$ cat config.mk
export PLATFORM = sky130hd
export DESIGN_NAME = fillscreen_flat
export DESIGN_NICKNAME = d
export VERILOG_FILES = /design/src/rtl/fillscreen_pkg.sv /design/src/rtl/fillscreen_if.sv /design/src/rtl/fillscreen_xy_scan_counter.sv /design/src/rtl/fillscreen.sv /design/src/flat_wrapper.sv
export SDC_FILE = /design/constraint.sdc
export NUM_CORES = 1
export LEC_CHECK = 0
export ABC_AREA = 1
export BUFFER_PORTS_ARGS = -buffer_cell sky130_fd_sc_hd__buf_2
export CELL_PAD_IN_SITES_DETAIL_PLACEMENT = 1
export CELL_PAD_IN_SITES_GLOBAL_PLACEMENT = 2
export CORE_UTILIZATION = 25
export CTS_BUF_LIST = sky130_fd_sc_hd__clkbuf_8 sky130_fd_sc_hd__clkbuf_16
export DETAILED_ROUTE_END_ITERATION = 8
export PLACE_DENSITY = 0.7
export SYNTH_ARGS = -nofsm -noshare
export SYNTH_HDL_FRONTEND = slang
export SYNTH_SLANG_ARGS = --single-unit
$ cat constraint.sdc
create_clock -name clk -period 2.06 [get_ports clk]
set_clock_uncertainty 0.15 [all_clocks]
set_input_delay 0.309 -clock clk [delete_from_list [all_inputs] [get_ports clk]]
set_output_delay 0.309 -clock clk [all_outputs]
set_load 0.01 [all_outputs]
$ cat src/rtl/fillscreen_pkg.sv
// Shared VGA screen geometry, bus widths and the fill FSM state type.
package vga_pkg;

    localparam int SCREEN_W = 160;
    localparam int SCREEN_H = 120;
    localparam int X_W      = 8;
    localparam int Y_W      = 7;
    localparam int COLOUR_W = 3;

    typedef enum logic [0:0] {
        FILL = 1'b0,
        DONE = 1'b1
    } fill_state_t;

endpackage : vga_pkg

$ cat src/rtl/fillscreen_if.sv
// Control and plot-bus signals between the top-level FSM, the fillscreen
// sweeper and the VGA adapter.
// master: the sweeper side (takes start/colour, drives done and the plot bus).
// slave : the controller/adapter side.
interface fillscreen_if import vga_pkg::*; ();

    logic [COLOUR_W-1:0] colour;
    logic                start;
    logic                done;
    logic [X_W-1:0]      vga_x;
    logic [Y_W-1:0]      vga_y;
    logic [COLOUR_W-1:0] vga_colour;
    logic                vga_plot;

    modport master (
        input  colour,
        input  start,
        output done,
        output vga_x,
        output vga_y,
        output vga_colour,
        output vga_plot
    );

    modport slave (
        output colour,
        output start,
        input  done,
        input  vga_x,
        input  vga_y,
        input  vga_colour,
        input  vga_plot
    );

endinterface : fillscreen_if

$ cat src/rtl/fillscreen_xy_scan_counter.sv
// Column-major x/y pixel scanner. On each enabled edge the row advances;
// at the bottom row it wraps to 0 and the column advances. The scan stops
// on the last pixel and never wraps past the end of the screen; a
// synchronous clear returns it to (0,0).
module xy_scan_counter import vga_pkg::*; #(
    parameter int W = SCREEN_W,
    parameter int H = SCREEN_H
) (
    input  logic           clk,
    input  logic           rst_n,
    input  logic           en,
    input  logic           clr,
    output logic [X_W-1:0] x,
    output logic [Y_W-1:0] y,
    output logic           last
);

    localparam logic [X_W-1:0] X_LAST = X_W'(W - 1);
    localparam logic [Y_W-1:0] Y_LAST = Y_W'(H - 1);

    logic [X_W-1:0] x_r;
    logic [Y_W-1:0] y_r;
    logic           last_s;

    assign last_s = (x_r == X_LAST) && (y_r == Y_LAST);

    // Scan position: clear, column-major advance while enabled, else hold.
    always_ff @(posedge clk or negedge rst_n) begin
        if (!rst_n) begin
            x_r <= {X_W{1'b0}};
            y_r <= {Y_W{1'b0}};
        end else if (clr) begin
            x_r <= {X_W{1'b0}};
            y_r <= {Y_W{1'b0}};
        end else if (en && !last_s) begin
            if (y_r < Y_LAST) begin
                y_r <= y_r + Y_W'(1);
            end else begin
                y_r <= {Y_W{1'b0}};
                x_r <= x_r + X_W'(1);
            end
        end else begin
            x_r <= x_r;
            y_r <= y_r;
        end
    end

    assign x    = x_r;
    assign y    = y_r;
    assign last = last_s;

endmodule : xy_scan_counter

$ cat src/rtl/fillscreen.sv
// Full-screen pixel sweeper for a 160x120, 3-bit colour VGA adapter.
// While start is high it presents one pixel per clock in column-major
// order with plot high, then raises done and drops plot. Dropping start
// from the done state rearms the sweep at (0,0).
// Build option: SOLID_COLOUR_EN -- when defined, vga_colour passes the
// colour input through; otherwise vga_colour is x[2:0] (8-column stripes).
module fillscreen import vga_pkg::*; #(
    parameter int SCREEN_W_P = SCREEN_W,
    parameter int SCREEN_H_P = SCREEN_H
) (
    input  logic         clk,
    input  logic         rst_n,
    fillscreen_if.master bus
);

    fill_state_t    state_r;
    fill_state_t    state_nxt_s;
    logic           en_s;
    logic           clr_s;
    logic [X_W-1:0] x_s;
    logic [Y_W-1:0] y_s;
    logic           last_s;

    xy_scan_counter #(
        .W (SCREEN_W_P),
        .H (SCREEN_H_P)
    ) u_scan (
        .clk   (clk),
        .rst_n (rst_n),
        .en    (en_s),
        .clr   (clr_s),
        .x     (x_s),
        .y     (y_s),
        .last  (last_s)
    );

    // FSM state register.
    always_ff @(posedge clk or negedge rst_n) begin
        if (!rst_n) begin
            state_r <= FILL;
        end else begin
            state_r <= state_nxt_s;
        end
    end

    // Next state and scanner control: advance while running, finish on the
    // last pixel, rearm once start is released after completion.
    always_comb begin
        state_nxt_s = state_r;
        en_s        = 1'b0;
        clr_s       = 1'b0;
        case (state_r)
            FILL: begin
                en_s = bus.start;
                if (bus.start && last_s) begin
                    state_nxt_s = DONE;
                end else begin
                    state_nxt_s = FILL;
                end
            end
            DONE: begin
                if (!bus.start) begin
                    state_nxt_s = FILL;
                    clr_s       = 1'b1;
                end else begin
                    state_nxt_s = DONE;
                end
            end
            default: begin
                state_nxt_s = FILL;
                clr_s       = 1'b1;
            end
        endcase
    end

    // Plot bus is decoded straight from the scan position and state so the
    // adapter sees the current pixel with zero latency.
    assign bus.vga_x    = x_s;
    assign bus.vga_y    = y_s;
    assign bus.vga_plot = (state_r == FILL);
    assign bus.done     = (state_r == DONE);

`ifdef SOLID_COLOUR_EN
    assign bus.vga_colour = bus.colour;
`else
    assign bus.vga_colour = x_s[COLOUR_W-1:0];
`endif

endmodule : fillscreen

$ cat src/flat_wrapper.sv
// flat-port wrapper written by rule: the top's interface ports become plain ports
module fillscreen_flat import vga_pkg::*;
#(
    parameter int SCREEN_W_P = SCREEN_W,
    parameter int SCREEN_H_P = SCREEN_H
)
  (clk, rst_n, bus_colour, bus_start, bus_done, bus_vga_x, bus_vga_y, bus_vga_colour, bus_vga_plot);
  fillscreen_if bus_i ();
  input  logic clk;
  input  logic rst_n;
  input wire logic [$bits(bus_i.colour)-1:0] bus_colour;
  input wire logic [$bits(bus_i.start)-1:0] bus_start;
  output wire logic [$bits(bus_i.done)-1:0] bus_done;
  output wire logic [$bits(bus_i.vga_x)-1:0] bus_vga_x;
  output wire logic [$bits(bus_i.vga_y)-1:0] bus_vga_y;
  output wire logic [$bits(bus_i.vga_colour)-1:0] bus_vga_colour;
  output wire logic [$bits(bus_i.vga_plot)-1:0] bus_vga_plot;
  assign bus_i.colour = bus_colour;
  assign bus_i.start = bus_start;
  assign bus_done = bus_i.done;
  assign bus_vga_x = bus_i.vga_x;
  assign bus_vga_y = bus_i.vga_y;
  assign bus_vga_colour = bus_i.vga_colour;
  assign bus_vga_plot = bus_i.vga_plot;
  fillscreen #(.SCREEN_W_P(SCREEN_W_P), .SCREEN_H_P(SCREEN_H_P)) u_core (.clk(clk), .rst_n(rst_n), .bus(bus_i));
endmodule
==> After elaboration in Yosys (flattened, before gate mapping) <==
Index checks and enable logic that the tools add are counted.
{ "totals": {"out_inout_bits": 20, "wordCells": 28, "inputBits": 6, "ff_bits": 16} }
{ "op_classes": {"bitwise_logic": 1, "addsub": 2, "n_lt_le_gt_ge": 1, "n_mux": 12, "n_eq_ne": 3, "n_reduce_logical": 6} }
{ "ops": {"columns": ["operator", "count"], "rows": [
  ["$mux W8", 3],
  ["$mux W7", 3],
  ["$add A8 B1 Y8 const B", 1],
  ["$eq A8 B8 Y1 const B", 1],
  ["$add A7 B1 Y7 const B", 1],
  ["$eq A7 B7 Y1 const B", 1],
  ["$lt A7 B7 Y1 const B", 1],
  ["$mux W1", 5],
  ["$logic_and A1 B1 Y1", 3],
  ["$ne A2 B1 Y1 const B", 1],
  ["$pmux W1 S2", 1],
  ["$reduce_and A2 Y1", 1],
  ["$reduce_bool A2 Y1", 1],
  ["$logic_not A1 Y1", 1],
  ["$not A1 Y1", 1]
]} }

==> Longest topological paths before layout <==
{ "depth": {"ltp_word": 6, "mapped_depth": 9, "depth_no_buf": 9} }

==> Cells and area by module <==
Synthesis repeated with hierarchy kept, for this count alone.
{ "unflattened": {"hier_cells": 149, "hier_area_um2": 1048.5} }
{ "modules_own_cells": {"columns": ["module", "seq_area_each_um2", "cells_each", "n_inst", "area_per_inst_um2"], "rows": [
  ["xy_scan_counter", 375.4, 139, 1, 978.4],
  ["fillscreen", 25.0, 10, 1, 70.1]
]} }

==> Worst setup path before layout <==
OpenSTA, ideal clock, no wires.
{ "synth_path": {"path_type": "register -> register", "startpoint": "register u_core.u_scan.x_r[0], in the netlist u_core.u_scan.x[0]", "endpoint": "register u_core.u_scan.x_r[2], in the netlist u_core.u_scan.x[2]", "synth_period_minus_slack_ns": 1.627, "path_stages_with_launch": 10, "arrival_ns": 1.359, "path_buffers": 1, "required_ns": 1.793, "setup_ns": 0.117, "slack_ns": 0.433, "path_cell_list": "dfrtp_1 -> ha_1 -> nand3_1 -> nor2_2 -> nand3_2 -> nand2_4 -> nand2_4 -> buf_6 -> nand3_1 -> nand2_1"} }
{ "synth_between": {"elab_chain_cells": 6, "word_cells_on_any_way": 10, "classes_between": "add/sub (1); eq/ne (1); mux (3); reduce/logical (5)"} }
{ "synth_lines": {"columns": ["element", "line_no", "text"], "rows": [
  ["start, declared", "fillscreen_xy_scan_counter.sv:21", "logic [X_W-1:0] x_r;"],
  ["start signal, assigned", "fillscreen_xy_scan_counter.sv:30", "x_r <= {X_W{1'b0}};"],
  ["start signal, assigned", "fillscreen_xy_scan_counter.sv:33", "x_r <= {X_W{1'b0}};"],
  ["start signal, assigned", "fillscreen_xy_scan_counter.sv:40", "x_r <= x_r + X_W'(1);"],
  ["parallel branches: the longest is 6 deep, another holds $add A8 B1 Y8", null, null]
]} }
Parallel ways; which one is timed is not known. The select of a mux whose other input is x is not followed.
A chain may end at the register's enable or synchronous reset.

==> Final worst setup path <==
{ "layout_path": {"startpoint": "register u_core.u_scan.x_r[0], in the netlist u_core.u_scan.x[0]", "endpoint": "register u_core.u_scan.x_r[0], in the netlist u_core.u_scan.x[0]"} }
Same word-level chain as after synthesis.

==> impl_results.md <==
* Status: finished, final reports clean
* Yosys warns at 0
* Switching power total at approximately 0.34 mW
* Syn_area_per_cell at about 7 µm²
* Clk pwr share at between 20% and 30%
* RSZ-0062 raised after global routing: false
* Setup-failing EPs final at 0
* CP Max Fanout at 13
* Initial Utilization at 26.30%
* Seq pwr share at between 40% and 50%
* Hold Slack at about 0.15 ns
* Avg WL per Cell at around 13 µm
* Synth cell types at 25
* Area leader, netlist: dfrtp_1
* Postcts setup bufs at 0
* CP Buf/Inv Count at 0
* First-pass GRT wire length at 5057 µm
* #FFs+latches synth at 16
* Estimated wirelength of the detail-placed design at ~2100 µm
* TritonCTS clock tree: yes
* Share of post-route cells with drive strength above 1 at between 20% and 30%
* Slew @ Worst Pin at 0.3998 ns
* Die Span Y at 67.11 µm
* Area of the multi-input gates at approximately 550 µm²
* Slew Viols, Final at 0
* Hold Vio Cnt, Final at 0
* DRT iter0 DRCs at 46
* Relative slew slack at around three quarters
* Finished layout cell area at around 1200 µm²
* # nets final at 180
* Initial antenna violation count at 0
* Crit path kind: register to register
* Critical Path AT at between 1.5 and 2 ns
* Post-detailed-routing wire length at 2867 µm
* HP Class: primary input to register
* H-tree depth at 1
* Routed Antenna Nets at 0
* Site row count at 23
* Syn Std Cell Area at around 1100 µm²
* Worst reg2reg startpoint: u_core.u_scan.x[0]
* Die ar. at 4504 µm²
* Static Leak at 0.6928 nW
* Startpoint Class: register
* Pwr Total at between 0.9 and 1 mW
* Setup TNS at 0 ns
* Vias in the first global route at between 1000 and 1500
* Maximum vdd drop at around 0.35 mV
* Seq/Total Area, Yosys at 37.78%
* Worst Hold Launch: bus_start
* Worst path cell trace: ha_1, nand3_1, nor2_2, nand3_2, nand2_4, nand2_4, nand2_4, nand2_1, nand2_1
* CP most frequent cell: nand2_4
* Dpl cell area at roughly 1200 µm²
* Drt pass-1 iters at 4
* Post-route DRC at 0
* CP required at between 2 and 2.5 ns
* Cell Pwr Density at between 700 and 800 nW/µm²
* Root buffer cell: clkbuf_8
* CORE AREA at 4029 µm²
* Slowest-stage cell, CP: dfrtp_1
* Pin count of the biggest net entering global routing at 17
* CP top delay family: simple AND/OR/NAND/NOR gates
* Via-to-Cell Ratio at ~4.6
* F_max at 0.5412 GHz
* Commonest non-fill, non-tap cell in the layout: nand2_1
* Worst Hold End: u_core.bus.done
* Diodes inserted at 0
* Reg2Reg Depth at 9
* Register-to-register setup slack at 0.21 ns
* Boundary Pins at 26
* Hold path depth at 3
* Clk sink count at 16
* RePlAce Congestion at roughly 0.76
* Fillers at between 500 and 600
* Synth Net Count at roughly 160
* Post-synth top area share at 37.78%
* Internal power at approximately 0.61 mW
* Reg2reg end: u_core.u_scan.x[0]
* Post-CTS Resized at 0
* Period utilisation layout at 89.70%
* Clk slew on worst S/H paths at approximately 0.070 ns
* Bufs on Longest Clock Path at 2
* Final min period at about 1.8 ns
* Post-Syn Instances at between 100 and 150
* CTS buffer count at 3
* Ranking of synthesized cells by area: dfrtp_1 (38%), nand2_1 (16%), nand3_1 (8.5%)
* CP max stage delay at 0.43 ns
* Clk_lat worst skew at between 0.2 and 0.3 ns
* Combinational power share at roughly 28%
* Sequential cell area at around 400 µm²
* GRT overflow at 0
* Sw frac at approximately 36%
* Commonest cells after routing, fill and taps aside: nand2_1 (45), buf_2 (22), nor2_1 (20), nand3_1 (18), dfrtp_1 (16)
* Via count at between 1000 and 1500
* Gr usage total at 15.36%
* Layout area overhead at 17.83%
* Buffers on Ports at 22
* Die width at 67.11 µm
* Max-Cap Viols at 0
* Critical path capture point type: register
per-layer routing:
| layer | global-route usage, % | up-vias | share of wire (%) | routed length, µm |
|---|---|---|---|---|
| li1 | - | 511 | - | - |
| met1 | 18.93 | 480 | 47 | 1334 |
| met5 | 0 | - | 0 | 0 |
| met2 | 25.62 | 13 | 49 | 1408 |
| met3 | 2.568 | 6 | 2.3 | 65 |
| met4 | 7.447 | 0 | 2.0 | 58 |
cell families after synthesis:
family / synth area share, %
simple gates: 42.50
buf+inv: 10.62
flops: 37.78
compound gates: 6.729
fa+ha+maj: 2.361
tightest hold or removal path, delay by kind of cell:
| kind | cells | cell delay (ns) |
|---|---|---|
| buffers and inverters | 2 | 0.16 |
| AO/OA/AOI/OAI | 1 | 0.04 |
what timing repair did:
action	4_1_cts	5_1_grt
endpoints found under the hold margin	16	0
setup endpoints to repair	0	0
hold buffers	1	0
power groups by stage:
stage | clock network [mW] | registers [mW] | logic [mW]
floorplan | 0 | 0.455 | 0.164
global placement | 0 | 0.440 | 0.264
detailed placement | 0 | 0.442 | 0.272
CTS | 0.258 | 0.436 | 0.275
global route | 0.273 | 0.448 | 0.305
finish | 0.246 | 0.435 | 0.268
flip-flops by register name, summed over array words and instances (netlist names):
name / flops
u_core.u_scan.x: 8
u_core.u_scan.y: 7
u_core.bus.done: 1
through the flow:
step | util [%] | instances | worst slack, ns
2_1_floorplan | - | 148 | 0.4334
3_3_place_gp | 29.72 | 216 | 0.2124
3_5_place_dp | 29.72 | 216 | 0.2002
4_1_cts | 30.99 | 220 | 0.1814
5_1_grt | 30.99 | 220 | 0.007033
6_report | 30.99 | 220 | 0.2122
worst max path at each step:
stage	startpoint	end	slack [ns]	cells after the start
floorplan	u_core.u_scan.x[0]	u_core.u_scan.x[2]	0.43	9
global placement	u_core.u_scan.x[0]	u_core.u_scan.x[0]	0.21	9
detailed placement	u_core.u_scan.x[0]	u_core.u_scan.x[2]	0.20	9
CTS	u_core.u_scan.x[0]	u_core.u_scan.x[2]	0.18	9
global route	u_core.u_scan.x[0]	u_core.u_scan.x[3]	0.007	9
finish	u_core.u_scan.x[0]	u_core.u_scan.x[0]	0.21	9
layout make-up:
class                   instances  area share [%]
inverters                      16           5.010
repair buffers                 25           10.82
flip-flops and latches         16           32.06
clock buffers                   3           3.307
well taps                      50           5.010
multi-input cells             110           43.79
cells in the mapped netlist:
cell and number:
or2_2 1, o22ai_2 1, nand3b_1 1, buf_2 1
dfrtp_1 16, o21ai_0 3, nand2_4 3, a21oi_2 1
nor3_1 2, ha_1 2, a21oi_1 3, inv_1 14
nor2_2 1, o21bai_1 1, inv_2 1, o21ai_1 1
nand4_1 2, nand3_1 18, buf_6 2, nand3_2 4
nor2_1 20, buf_4 3, a21boi_0 1, nand2_1 45
inv_4 1
Power figures use the tool's default switching activity.
